**src/rtl/dm_bus_arbiter.sv**
```systemverilog
// Two-master arbiter (M0 = core, M1 = loader/debug) in front of a single-port data memory.
// Optional write-watch comparator is built only when DM_ARB_WATCH_EN is defined.
module dm_bus_arbiter #(
    parameter int AW        = 32,
    parameter int DW        = 32,
    parameter int MAX_BURST = 8
) (
    input  logic          clk,
    input  logic          rst,
    input  logic          m0_req,
    input  logic          m1_req,
    input  logic          m0_we,
    input  logic          m1_we,
    input  logic          m0_lock,
    input  logic          m1_lock,
    input  logic [AW-1:0] m0_addr,
    input  logic [AW-1:0] m1_addr,
    input  logic [DW-1:0] m0_wdata,
    input  logic [DW-1:0] m1_wdata,
    output logic          m0_gnt,
    output logic          m1_gnt,
    output logic          m0_rvalid,
    output logic          m1_rvalid,
    output logic [DW-1:0] m0_rdata,
    output logic [DW-1:0] m1_rdata,
    output logic [AW-1:0] A_dm,
    output logic [DW-1:0] write_data_dm,
    output logic          we_dm,
    output logic          re_dm,
    input  logic [DW-1:0] read_data_dm,
    input  logic [AW-1:0] watch_addr,
    input  logic [DW-1:0] watch_data,
    output logic          watch_hit
);

    localparam logic [1:0] IDLE = 2'd0;
    localparam logic [1:0] OWN0 = 2'd1;
    localparam logic [1:0] OWN1 = 2'd2;

    localparam int CW = (MAX_BURST > 1) ? $clog2(MAX_BURST) : 1;
    localparam logic [CW-1:0] BURST_LAST = CW'(MAX_BURST - 1);

    logic [1:0]    state_reg, state_next;
    logic          last_reg, last_next;
    logic [CW-1:0] burst_cnt_reg, burst_cnt_next;
    logic [1:0]    rvalid_reg;

    logic [1:0]    req, we, lock, gnt;
    logic [DW-1:0] rdata [2];
    logic          cur, oth;

    assign req  = {m1_req, m0_req};
    assign we   = {m1_we, m0_we};
    assign lock = {m1_lock, m0_lock};

    genvar gi;
    generate
        for (gi = 0; gi < 2; gi++) begin : g_master
            localparam logic [1:0] OWN_STATE = (gi == 0) ? OWN0 : OWN1;
            assign gnt[gi]   = (state_reg == OWN_STATE) & req[gi];
            assign rdata[gi] = rvalid_reg[gi] ? read_data_dm : '0;
        end
    endgenerate

    assign m0_gnt    = gnt[0];
    assign m1_gnt    = gnt[1];
    assign m0_rvalid = rvalid_reg[0];
    assign m1_rvalid = rvalid_reg[1];
    assign m0_rdata  = rdata[0];
    assign m1_rdata  = rdata[1];

    // Memory port is driven only by the granted master; idle bus is all zero.
    always_comb begin
        A_dm          = '0;
        write_data_dm = '0;
        we_dm         = 1'b0;
        re_dm         = 1'b0;
        if (gnt[0]) begin
            A_dm          = m0_addr;
            write_data_dm = m0_wdata;
            we_dm         = m0_we;
            re_dm         = ~m0_we;
        end else if (gnt[1]) begin
            A_dm          = m1_addr;
            write_data_dm = m1_wdata;
            we_dm         = m1_we;
            re_dm         = ~m1_we;
        end
    end

    always_comb begin
        state_next     = state_reg;
        burst_cnt_next = burst_cnt_reg;
        last_next      = last_reg;
        cur            = (state_reg == OWN1);
        oth            = ~cur;
        if (gnt[0]) begin
            last_next = 1'b0;
        end else if (gnt[1]) begin
            last_next = 1'b1;
        end
        case (state_reg)
            IDLE: begin
                burst_cnt_next = '0;
                // On contention the master that was not served last wins.
                if (req[0] && (!req[1] || last_reg)) begin
                    state_next = OWN0;
                end else if (req[1]) begin
                    state_next = OWN1;
                end
            end
            OWN0, OWN1: begin
                if (req[cur] && lock[cur] && (burst_cnt_reg < BURST_LAST)) begin
                    burst_cnt_next = burst_cnt_reg + 1'b1;
                end else begin
                    burst_cnt_next = '0;
                    if (req[oth]) begin
                        state_next = oth ? OWN1 : OWN0;
                    end else if (!(req[cur] && lock[cur])) begin
                        state_next = IDLE;
                    end
                end
            end
            default: begin
                state_next     = IDLE;
                burst_cnt_next = '0;
            end
        endcase
    end

    always_ff @(posedge clk) begin
        if (rst) begin
            state_reg     <= IDLE;
            last_reg      <= 1'b1;
            burst_cnt_reg <= '0;
            rvalid_reg    <= 2'b00;
        end else begin
            state_reg     <= state_next;
            last_reg      <= last_next;
            burst_cnt_reg <= burst_cnt_next;
            rvalid_reg    <= gnt & ~we;
        end
    end

`ifdef DM_ARB_WATCH_EN
    logic watch_hit_reg;

    // we_dm is only ever high on a granted write, so it qualifies the match alone.
    always_ff @(posedge clk) begin
        if (rst) begin
            watch_hit_reg <= 1'b0;
        end else begin
            watch_hit_reg <= we_dm & (A_dm == watch_addr) & (write_data_dm == watch_data);
        end
    end

    assign watch_hit = watch_hit_reg;
`else
    logic unused_watch;
    assign unused_watch = ^{watch_addr, watch_data};
    assign watch_hit    = 1'b0;
`endif

endmodule

```
**config.mk**
```make
export PLATFORM = sky130hd
export DESIGN_NAME = dm_bus_arbiter
export DESIGN_NICKNAME = d
export VERILOG_FILES = /design/src/rtl/dm_bus_arbiter.sv
export SDC_FILE = /design/constraint.sdc
export NUM_CORES = 1
export LEC_CHECK = 0
export ABC_AREA = 1
export BUFFER_PORTS_ARGS = -buffer_cell sky130_fd_sc_hd__buf_4
export CAP_MARGIN = 40
export CORE_AREA = 2 2 144 146
export CTS_BUF_LIST = sky130_fd_sc_hd__clkbuf_8
export DETAILED_ROUTE_END_ITERATION = 10
export DIE_AREA = 0 0 146 148
export PLACE_DENSITY_LB_ADDON = 0.1
export SYNTH_ARGS = -nofsm -noshare
export SYNTH_HDL_FRONTEND = slang
export SYNTH_SLANG_ARGS = --single-unit
```
**constraint.sdc**
```tcl
create_clock -name clk -period 1.85 [get_ports clk]
set_clock_uncertainty 0.05 [all_clocks]
set_input_delay 0.0925 -clock clk [delete_from_list [all_inputs] [get_ports clk]]
set_output_delay 0.0925 -clock clk [all_outputs]
set_load 0.05 [all_outputs]
```
# Yosys cells after proc, flatten, opt, wreduce, memory -nomap -nowiden
# Cells that the tools add are included.
# totals
in_bits	232
reg_bits	8
elab_cells	57
# classes
n_bitwise	9
add_sub_neg	1
n_lt_le_gt_ge	3
reduce_logical	10
n_mux	25
eq_ne	5
# op_table
cell	n
$mux W32	6
$mux W1	12
$mux W2	6
$ne A3 B3 Y1 const B	2
$not A1 Y1	5
$lt A1 B2 Y1 const B	2
$pmux W2 S2	1
$add A3 B1 Y3 const B	1
$logic_and A1 B1 Y1	3
$lt A3 B3 Y1 const B	1
$reduce_and A3 Y1	1
$reduce_or A3 Y1	1
$and A1 B1 Y1	2
$and A2 B2 Y2	1
$eq A2 B1 Y1 const B	1
$eq A2 B2 Y1 const B	1
$logic_not A2 Y1	1
$ne A2 B2 Y1 const B	1
$not A2 Y2	1
$reduce_bool A2 Y1	1
$reduce_or A2 Y1	1
$logic_not A1 Y1	1
$logic_or A1 B1 Y1	1

# Longest topological paths before layout
# Gate-level depths: netlist of the first run.
# depth
depth_word	8
depth_mapped	10
mapped_depth_nobuf	10

# Worst setup path before layout of the first run
# OpenSTA, ideal clock, no wires.
# synth_path
kind	register -> output
startpoint	reg state_reg[1]
endpoint	out re_dm
path_buffers	1
path_slack_ns	-0.365
stages_incl_launch_ff	7
t_arrival_ns	2.073
cell_sequence	dfxtp_1 > inv_1 > ha_1 > nand2_1 > inv_2 > buf_6 > o31ai_1
# synth_between
elab_chain_cells	4
# synth_rtl
element	line	source
from (decl)	43	logic [1:0] state_reg, state_next;
from (signal assigned)	138	state_reg <= state_next;
$eq A2 B2 Y1	60	assign gnt[gi] = (state_reg == OWN_STATE) & req[gi];
$and A1 B1 Y1	60	
$mux W1	83	end else if (gnt[1]) begin
$mux W1 (*)	78	if (gnt[0]) begin
to (decl)	29	output logic re_dm,
# Every way passes the cells marked *; elsewhere a longest branch is shown, timed or not.

# Worst setup path in the final report of the first run
# layout_path
startpoint	reg state_reg[0]
endpoint	out A_dm[22]
# layout_between
elab_chain_cells	4
# layout_rtl
element	line	source
$eq A2 B2 Y1	60	
$and A1 B1 Y1	60	
$mux W32	83	
$mux W32 (*)	78	
to (decl)	26	output logic [AW-1:0] A_dm,
# Marked as above.

==> out/results.tsv, run 1 <==
metric	value	unit
share of cells above drive strength 1	0.472	
top-area cell type share of the netlist area	0.405	
total gr overflow	0	
area delta synth->final	156	%
io pins	367	
post-synthesis mux area share	0	
worst skew pair latency	230	ps
clock sinks	8	
cells on worst reg2reg path	10	
status	complete, no violations	
DRT Pass-1 Iters	4	
Total Routing Usage GR	0.101	
clk buf depth	2	
worst reg2reg path startpoint	state_reg[0]$_SDFFE_PP0P_	
antenna-violating nets left	0	
# diodes	0	
final WL	12500	um
H-Tree Depth	1	
Gate power share	0.880	
port bufs	301	
first-pass GRT wire length	17800	um
syn nets	653	
crit start category	flop	
share of the clock period used by the worst path after layout	0.950	
P_leak	3.18	nW
Die H	148	um
Initial Util	0.0943	
Crit path required time	1710	ps
most frequent cells in the layout	buf_4 (295), nand2_1 (202), nand3_1 (71), inv_1 (71)	
Final nets	948	
Area contributors post-synth	nand2_1 (41%), nand3_1 (19%), inv_1 (15%), dfxtp_1 (8.5%), ha_1 (4.0%)	
DP Area	4490	sq um
critical path type	flop to primary output	
row cnt	52	
Slew Limit Fails	0	
post-synthesis xor/xnor area fraction	0.00463	
FF-to-FF setup slack	280	ps
vias per inst	3.67	
WHS Endpoint	rvalid_reg[0]$_SDFF_PP0_	
Synth async-reset ratio	0	
Sw Pwr	0.00220	W
count of cell types in the netlist	19	
sequential area share after synthesis	0.0847	
die span in x	146	um
initial antenna violation count	0	
minimum clock period	1760	ps
Post-Syn Area	1890	sq um
Setup violations, final	0	
root buf cell	clkbuf_8	
unrepaired setup endpoints after global routing	yes	
Internal	0.00148	W
clock-pin transition on the worst setup and hold timing paths	40	ps
Highest Clock Rate	569	MHz
simple-gate portion of the synthesized area	0.621	
share of power burned in registers	0.064	
commonest non-fill, non-tap cell in the layout	buf_4	
CP max FO	19	
Worst Hold Depth	2	
Ys Warns	0	
post-synthesis compound-gate area fraction	0.0212	
die area	21600	sq um
Arrival @ worst endpoint	1610	ps
PD cells	759	nW/um^2
hold path startpoint	rst	
DR vias	3589	
design area	4850	sq um
largest net degree at the start of global routing	34	
Clk pwr share	0.056	
largest family of logic cells by synthesized area	simple AND/OR/NAND/NOR gates	
Avg WL per Cell	12.8	um
Largest register FFs	3	
max cap viols	0	
Synth area leader	nand2_1	
Post-route DRC	0	
top_reg_cell synth	dfxtp_1	
critical path endpoint category	primary output	
post-DP HPWL	9170	um
worst hold path class	input pin to flop	
core area	20000	sq um
1st-iter DRT viols	92	
GPL Wtd Cong	0.814	
adder-cell area share of the yosys netlist	0.0397	
Syn Area/Cell	4.56	sq um
Peak VDD IR	0.329	mV
CTS tree	yes	
post-synthesis cell count	415	
Sw Ratio	0.597	
vias in the first global route	3477	
CTS Buf Count	3	
Critical R2R Capture	burst_cnt_reg[0]$_SDFF_PP0_	
CTS Hold Bufs	0	
FF+latch count, synth	8	
EDFF count, synth	0	
setup_tns	0	ps
Fin. Hold Viols	0	
-- timing repair --
item                                    in CTS  in global routing
endpoints found under the setup margin      66                 66
resized for setup                           21                 17
pin swaps                                    0                  1
setup buffers                                1                  1
cloned                                       3                  3
-- power by group through the flow --
stage | clock network [W] | logic [W] | registers (W)
5_1_grt | 0.000224 | 0.00345 | 0.000241
2_1_floorplan | 0 | 0.00185 | 0.000234
6_report | 0.000206 | 0.00324 | 0.000236
4_1_cts | 0.000214 | 0.00311 | 0.000222
3_3_place_gp | 0 | 0.00294 | 0.000224
3_5_place_dp | 0 | 0.00292 | 0.000225
-- per-layer routing --
layer	wire [um]	GRT usage	vias up
met5	0	0	-
met4	108	0.0136	0
met3	1120	0.0204	8
met2	6660	0.205	214
met1	4610	0.110	1549
li1	-	-	1818
-- worst max-delay path by stage --
stage,start,end,cells past startpoint,slack (ps)
finish,state_reg[0]$_SDFFE_PP0P_,A_dm[22],8,90
global route,state_reg[0]$_SDFFE_PP0P_,we_dm,8,-10
CTS,state_reg[1]$_SDFFE_PP0P_,A_dm[22],7,-20
detailed placement,state_reg[1]$_SDFFE_PP0P_,A_dm[30],8,140
global placement,state_reg[0]$_SDFFE_PP0P_,A_dm[22],8,140
floorplan,state_reg[1]$_SDFFE_PP0P_,re_dm,6,70
-- worst max-delay path, stage by stage (launching register included) --
cell and delay (ps):
dfxtp_1 350, inv_2 120, ha_4 170, nand2_4 90
inv_8 110, buf_12 160, nand3_1 130, nand2_1 100
buf_6 160
-- cell families after synthesis --
family	Yosys count
adder cells (fa/ha/maj)	6
other	1
buffers and inverters	104
AND/OR/NAND/NOR	288
XOR/XNOR	1
AO/OA/AOI/OAI	7
flip-flops	8
-- synth_stat cells (2+ instances only) --
cell,n
a21oi_1,3
buf_2,13
buf_4,4
clkbuf_1,10
dfxtp_1,8
ha_1,6
inv_1,74
inv_2,2
nand2_1,204
nand3_1,71
nor2_1,11
o21ai_0,2
-- area by class of cell --
cell class | instances | area (sq um)
clock buffers | 3 | 41.3
fillers | 2314 | 15200
inverters | 76 | 305
multi-input cells | 303 | 1370
flip-flops and latches | 8 | 164
well taps | 270 | 338
repair buffers | 318 | 2630
-- stage by stage --
step	total power (W)	cells	hold slack, ps	util	setup WS, ps
floorplan	0.00209	415	115	-	71.5
global placement	0.00316	967	246	0.224	141
detailed placement	0.00315	967	244	0.224	141
CTS	0.00355	974	3.60	0.233	-19.4
global route	0.00391	978	14.6	0.242	-12.6
finish	0.00368	978	8.94	0.242	93.3
No activity file was read; power rests on OpenSTA's default activity.
==> inputs of run 2 (changes only) <==
CORE_AREA = 4 4 142 144   (was 2 2 144 146)
SETUP_SLACK_MARGIN = 0.5   (was not set)
==> run 2 against run 1 <==
  * Sequential share of layout area down 1.1 points
  * Maximum frequency is 1.8% lower
  * Clock power rose by 6%
  * Sequential power grew 8%
  * Global-route usage rose by 3.0 points
  * Critical endpoint is now A_dm[3]
  * Highest routed layer unchanged
==> out/results.tsv, run 2 (same netlist as run 1, synthesis figures left out) <==
metric	value	unit	change
post-DP HPWL	10900	um	+19%
die area	21600	sq um	unchanged
status	complete, no violations		
commonest non-fill, non-tap cell in the layout	buf_4		
first-pass GRT wire length	22700	um	+28%
die span in x	146	um	unchanged
GPL Wtd Cong	0.796		-2.2%
clock sinks	8		unchanged
Initial Util	0.101		+0.00673
port bufs	301		unchanged
Setup violations, final	0		unchanged
Peak VDD IR	0.401	mV	+22%
Slew Limit Fails	0		unchanged
CTS Hold Bufs	0		unchanged
clock-pin transition on the worst setup and hold timing paths	40	ps	about the same
Worst Hold Depth	2		unchanged
DR top layer	met4		
H-Tree Depth	1		unchanged
max cap viols	0		unchanged
CTS Buf Count	3		unchanged
worst reg2reg path startpoint	state_reg[0]$_SDFFE_PP0P_		
worst skew pair latency	230	ps	about the same
io pins	367		unchanged
root buf cell	clkbuf_8		
antenna-violating nets left	0		unchanged
Fin. Hold Viols	0		unchanged
share of power burned in registers	0.044		-0.020
WHS Endpoint	rvalid_reg[0]$_SDFF_PP0_		
vias in the first global route	4065		+17%
Largest register FFs	3		unchanged
crit start category	flop		
1st-iter DRT viols	128		+39%
vias per inst	3.99		+8.7%
Post-route DRC	0		unchanged
row cnt	50		-3.8%
Arrival @ worst endpoint	1650	ps	+40 ps
Final nets	990		+4.4%
critical path endpoint category	primary output		
Clk pwr share	0.037		-0.019
cells on worst reg2reg path	11		+1
DRT Pass-1 Iters	4		unchanged
Internal	0.00276	W	+86%
Sw Pwr	0.00305	W	+39%
Avg WL per Cell	16.5	um	+29%
clk buf depth	2		unchanged
setup_tns	0	ps	unchanged
P_leak	4.02	nW	+27%
largest net degree at the start of global routing	34		unchanged
area delta synth->final	304	%	
WL met3	890	um	-21%
core area	18700	sq um	-6.7%
M1 WL	6020	um	+31%
share of the clock period used by the worst path after layout	0.967		+0.0174
total gr overflow	0		unchanged
minimum clock period	1790	ps	+32.2 ps
Die H	148	um	unchanged
most frequent cells in the layout	buf_4 (241), nand2_1 (79), inv_1 (72)		
PD cells	760	nW/um^2	about the same
share of cells above drive strength 1	0.746		+0.274
met2 routed WL	9100	um	+37%
Gate power share	0.919		+0.039
FF-to-FF setup slack	270	ps	about the same
worst hold path class	input pin to flop		
Crit path required time	1710	ps	about the same
Sw Ratio	0.525		-0.0728
critical path type	flop to primary output		
hold path startpoint	rst		
Highest Clock Rate	559	MHz	-1.8%
CP max FO	6		-13
unrepaired setup endpoints after global routing	yes		
initial antenna violation count	0		unchanged
final WL	16200	um	+30%
Critical R2R Capture	burst_cnt_reg[0]$_SDFF_PP0_		
# diodes	0		unchanged
dpl cells	931		-3.7%
layout filler cell count	1817		-21%
CTS tree	yes		
DR vias	3930		+9.5%
fin cells	985		+0.72%
Total Routing Usage GR	0.131		+0.0297
-- run 2: cell count changes in the layout (fill, tap and decap cells not counted), moves of 15 or more --
cell     before  now
nand3_2       0   15
nand2_1     202   79
buf_4       295  241
nand2_4       1   58
nand3_4       0   40
buf_8         1   61
nand2_2       0   44
nand2_8       1   23
nand3_1      71   16
buf_12        5   22
-- run 2: how the worst max path moves through the flow --
| stage | from | endpoint | cells past startpoint |
|---|---|---|---|
| floorplan | state_reg[1]$_SDFFE_PP0P_ | re_dm | 6 |
| global placement | state_reg[1]$_SDFFE_PP0P_ | write_data_dm[27] | 8 |
| detailed placement | state_reg[1]$_SDFFE_PP0P_ | write_data_dm[26] | 8 |
| CTS | state_reg[1]$_SDFFE_PP0P_ | write_data_dm[9] | 9 |
| global route | state_reg[1]$_SDFFE_PP0P_ | write_data_dm[9] | 9 |
| finish | state_reg[1]$_SDFFE_PP0P_ | A_dm[3] | 9 |
-- run 2: power groups by stage --
stage          clock network [W]  registers [W]  logic, W
2_1_floorplan                  0       0.000246   0.00259
3_3_place_gp                   0       0.000267   0.00353
3_5_place_dp                   0       0.000269   0.00354
4_1_cts                 0.000221       0.000278   0.00490
5_1_grt                 0.000235       0.000257   0.00560
6_report                0.000218       0.000254   0.00534
-- run 2: what timing repair did --
action                     CTS  global route
cloned                      14             8
setup endpoints to repair  141           127
hold endpoints to repair     0             0
gates resized for setup    202            72
buffers inserted            22             6
pin swaps                   32            26
-- run 2: metal layers --
metal	vias to the layer above	track usage
met1	1845	0.150
li1	1919	-
met4	0	0.0183
met2	147	0.259
met5	-	0
met3	19	0.0212
-- run 2: cell type report --
type                       instances  area (sq um)  area share
clock buffer                       3          41.3     0.00540
clock inverter                     1          3.75    0.000491
inverter                          76           319      0.0417
multi-input combinational        303          2870       0.375
sequential                         8           175      0.0229
tap                              234           293      0.0383
timing repair buffer             360          3950       0.516
-- run 2: metrics by stage --
stage           util  hold slack (ps)  power, W  instance area (sq um)  setup slack, ps
6_report       0.409             16.7   0.00581                   7650             61.0
5_1_grt        0.409             11.9   0.00609                   7650             11.3
4_1_cts        0.377             10.1   0.00540                   7040             63.7
3_5_place_dp   0.298              245   0.00381                   5580              138
3_3_place_gp   0.298              241   0.00380                   5580              145
2_1_floorplan      -              107   0.00284                   3180              359
-- run 2: worst max-delay path: stages, from the launching register on --
cell       delay (ps)
dfxtp_4           390
inv_4              50
ha_4              170
nand2_8           110
buf_4             130
buf_12            100
clkbuf_16         160
nand3_1            90
nand2_2            80
buf_8             140
==> inputs of run 3 (changes only) <==
CAP_MARGIN = 20   (was 40)
RECOVER_POWER = 100   (was not set)
SKIP_LAST_GASP = 1   (was not set)
==> run 3 against run 2 <==
  * Cell area is 6.5% lower
  * Hold slack gained 2.1 ps
  * Maximum frequency rose by 0.21%
  * Via count fell by 0.84%
  * Setup slack improved by 3.7 ps
  * Largest power group unchanged
==> out/results.tsv, run 3 (same netlist as run 1, synthesis figures left out) <==
metric	value	unit	change
status	complete, no violations		
critical path type	flop to primary output		
Arrival @ worst endpoint	1640	ps	about the same
met1 global-route usage	0.150		unchanged
P_leak	3.76	nW	-6.4%
share of cells above drive strength 1	0.692		-0.0533
vias in the first global route	4065		unchanged
Final nets	990		unchanged
worst hold path class	input pin to flop		
DP Area	5580	sq um	unchanged
Avg WL per Cell	16.5	um	+0.23%
area delta synth->final	278	%	
H-Tree Depth	1		unchanged
critical path endpoint category	primary output		
total gr overflow	0		unchanged
final WL	16300	um	+0.23%
GR Util met3	0.0212		unchanged
antenna-violating nets left	0		unchanged
met2 usage	0.259		unchanged
Peak VDD IR	0.362	mV	-9.6%
clock sinks	8		unchanged
Multi-input gate area	2820	sq um	-1.7%
design area	7150	sq um	-6.5%
1st-iter DRT viols	105		-18%
port bufs	301		unchanged
largest net degree at the start of global routing	34		unchanged
vias per inst	3.96		-0.84%
io pins	367		unchanged
initial antenna violation count	0		unchanged
die span in x	146	um	unchanged
unrepaired setup endpoints after global routing	yes		
Hold Worst Slack	18.9	ps	+2.12 ps
minimum clock period	1790	ps	-3.72 ps
row cnt	50		unchanged
CTS Buf Count	3		unchanged
total power	0.00550	W	-5.3%
crit start category	flop		
Setup violations, final	0		unchanged
Slew headroom	0.582		
layout filler cell count	1948		+7.2%
setup_tns	0	ps	unchanged
clk buf depth	2		unchanged
post-DP HPWL	10900	um	unchanged
Highest Clock Rate	560	MHz	+0.21%
root buf cell	clkbuf_8		
GPL Wtd Cong	0.796		unchanged
CTS tree	yes		
# diodes	0		unchanged
Die H	148	um	unchanged
Post-route DRC	0		unchanged
worst skew pair latency	230	ps	about the same
PD cells	769	nW/um^2	+1.3%
post-layout util	0.382		-0.0264
CP max FO	6		unchanged
commonest non-fill, non-tap cell in the layout	buf_4		
core area	18700	sq um	unchanged
FF-to-FF setup slack	200	ps	-70 ps
CTS Hold Bufs	0		unchanged
Crit path required time	1710	ps	about the same
first-pass GRT wire length	22700	um	unchanged
DR vias	3897		-0.84%
slew at the pin closest to its max-slew limit	630	ps	
most frequent cells in the layout	buf_4 (180), nand2_1 (80), inv_1 (73)		
max cap viols	0		unchanged
Top Usage Layer GRT	met2		
Slew Limit Fails	0		unchanged
clock-pin transition on the worst setup and hold timing paths	40	ps	about the same
Largest register FFs	3		unchanged
Total Routing Usage GR	0.131		unchanged
Initial Util	0.101		unchanged
share of the clock period used by the worst path after layout	0.965		-0.00201
Register Area	175	sq um	unchanged
Fin. Hold Viols	0		unchanged
DRT Pass-1 Iters	4		unchanged
die area	21600	sq um	unchanged
## run 3: cell type report
type	count	area share
inverters	76	0.0432
clock inverters	1	0.000525
flip-flops and latches	8	0.0245
clock buffers	3	0.00577
repair buffers	360	0.491
multi-input cells	303	0.394
well taps	234	0.0409
## run 3: through the flow
step,setup slack [ps],cells
3_3_place_gp,145,931
4_1_cts,63.7,971
5_1_grt,2.89,985
6_report,64.8,985
3_5_place_dp,138,931
2_1_floorplan,359,415
## run 3: what timing repair did
item                       CTS  global route
pin swaps                   32            26
cloned                      14             8
gates resized for setup    202            72
setup endpoints to repair  141           127
buffers inserted            22             6
## run 3: critical path, stage by stage, from the launching register on
cell and delay [ps]:
dfxtp_4 370, inv_4 70, ha_4 150, nand2_8 70
inv_4 150, buf_12 150, clkbuf_16 160, nand2_2 70
nand2_4 60, buf_6 150
## run 3: power by group
group	internal [W]	leakage (nW)	switching, W
sequential	0.000210	0.0680	0.0000431
combinational	0.00217	3.66	0.00286
clock	0.000144	0.0269	0.0000738
## run 3: path summary, 6_finish.rpt
check | startpoint | endpoint | depth (start not counted)
setup / recovery | state_reg[1]$_SDFFE_PP0P_ | write_data_dm[28] | 9
hold / removal | rst | rvalid_reg[0]$_SDFF_PP0_ | 2
setup reg to reg | state_reg[0]$_SDFFE_PP0P_ | state_reg[0]$_SDFFE_PP0P_ | 11
hold reg to reg | last_reg$_SDFFE_PP1P_ | last_reg$_SDFFE_PP1P_ | 2
## run 3: routing by layer
layer,vias to the layer above,part of all wire
met1,1814,0.37
met2,148,0.56
met5,-,0
li1,1918,-
met4,0,0.013
met3,17,0.053
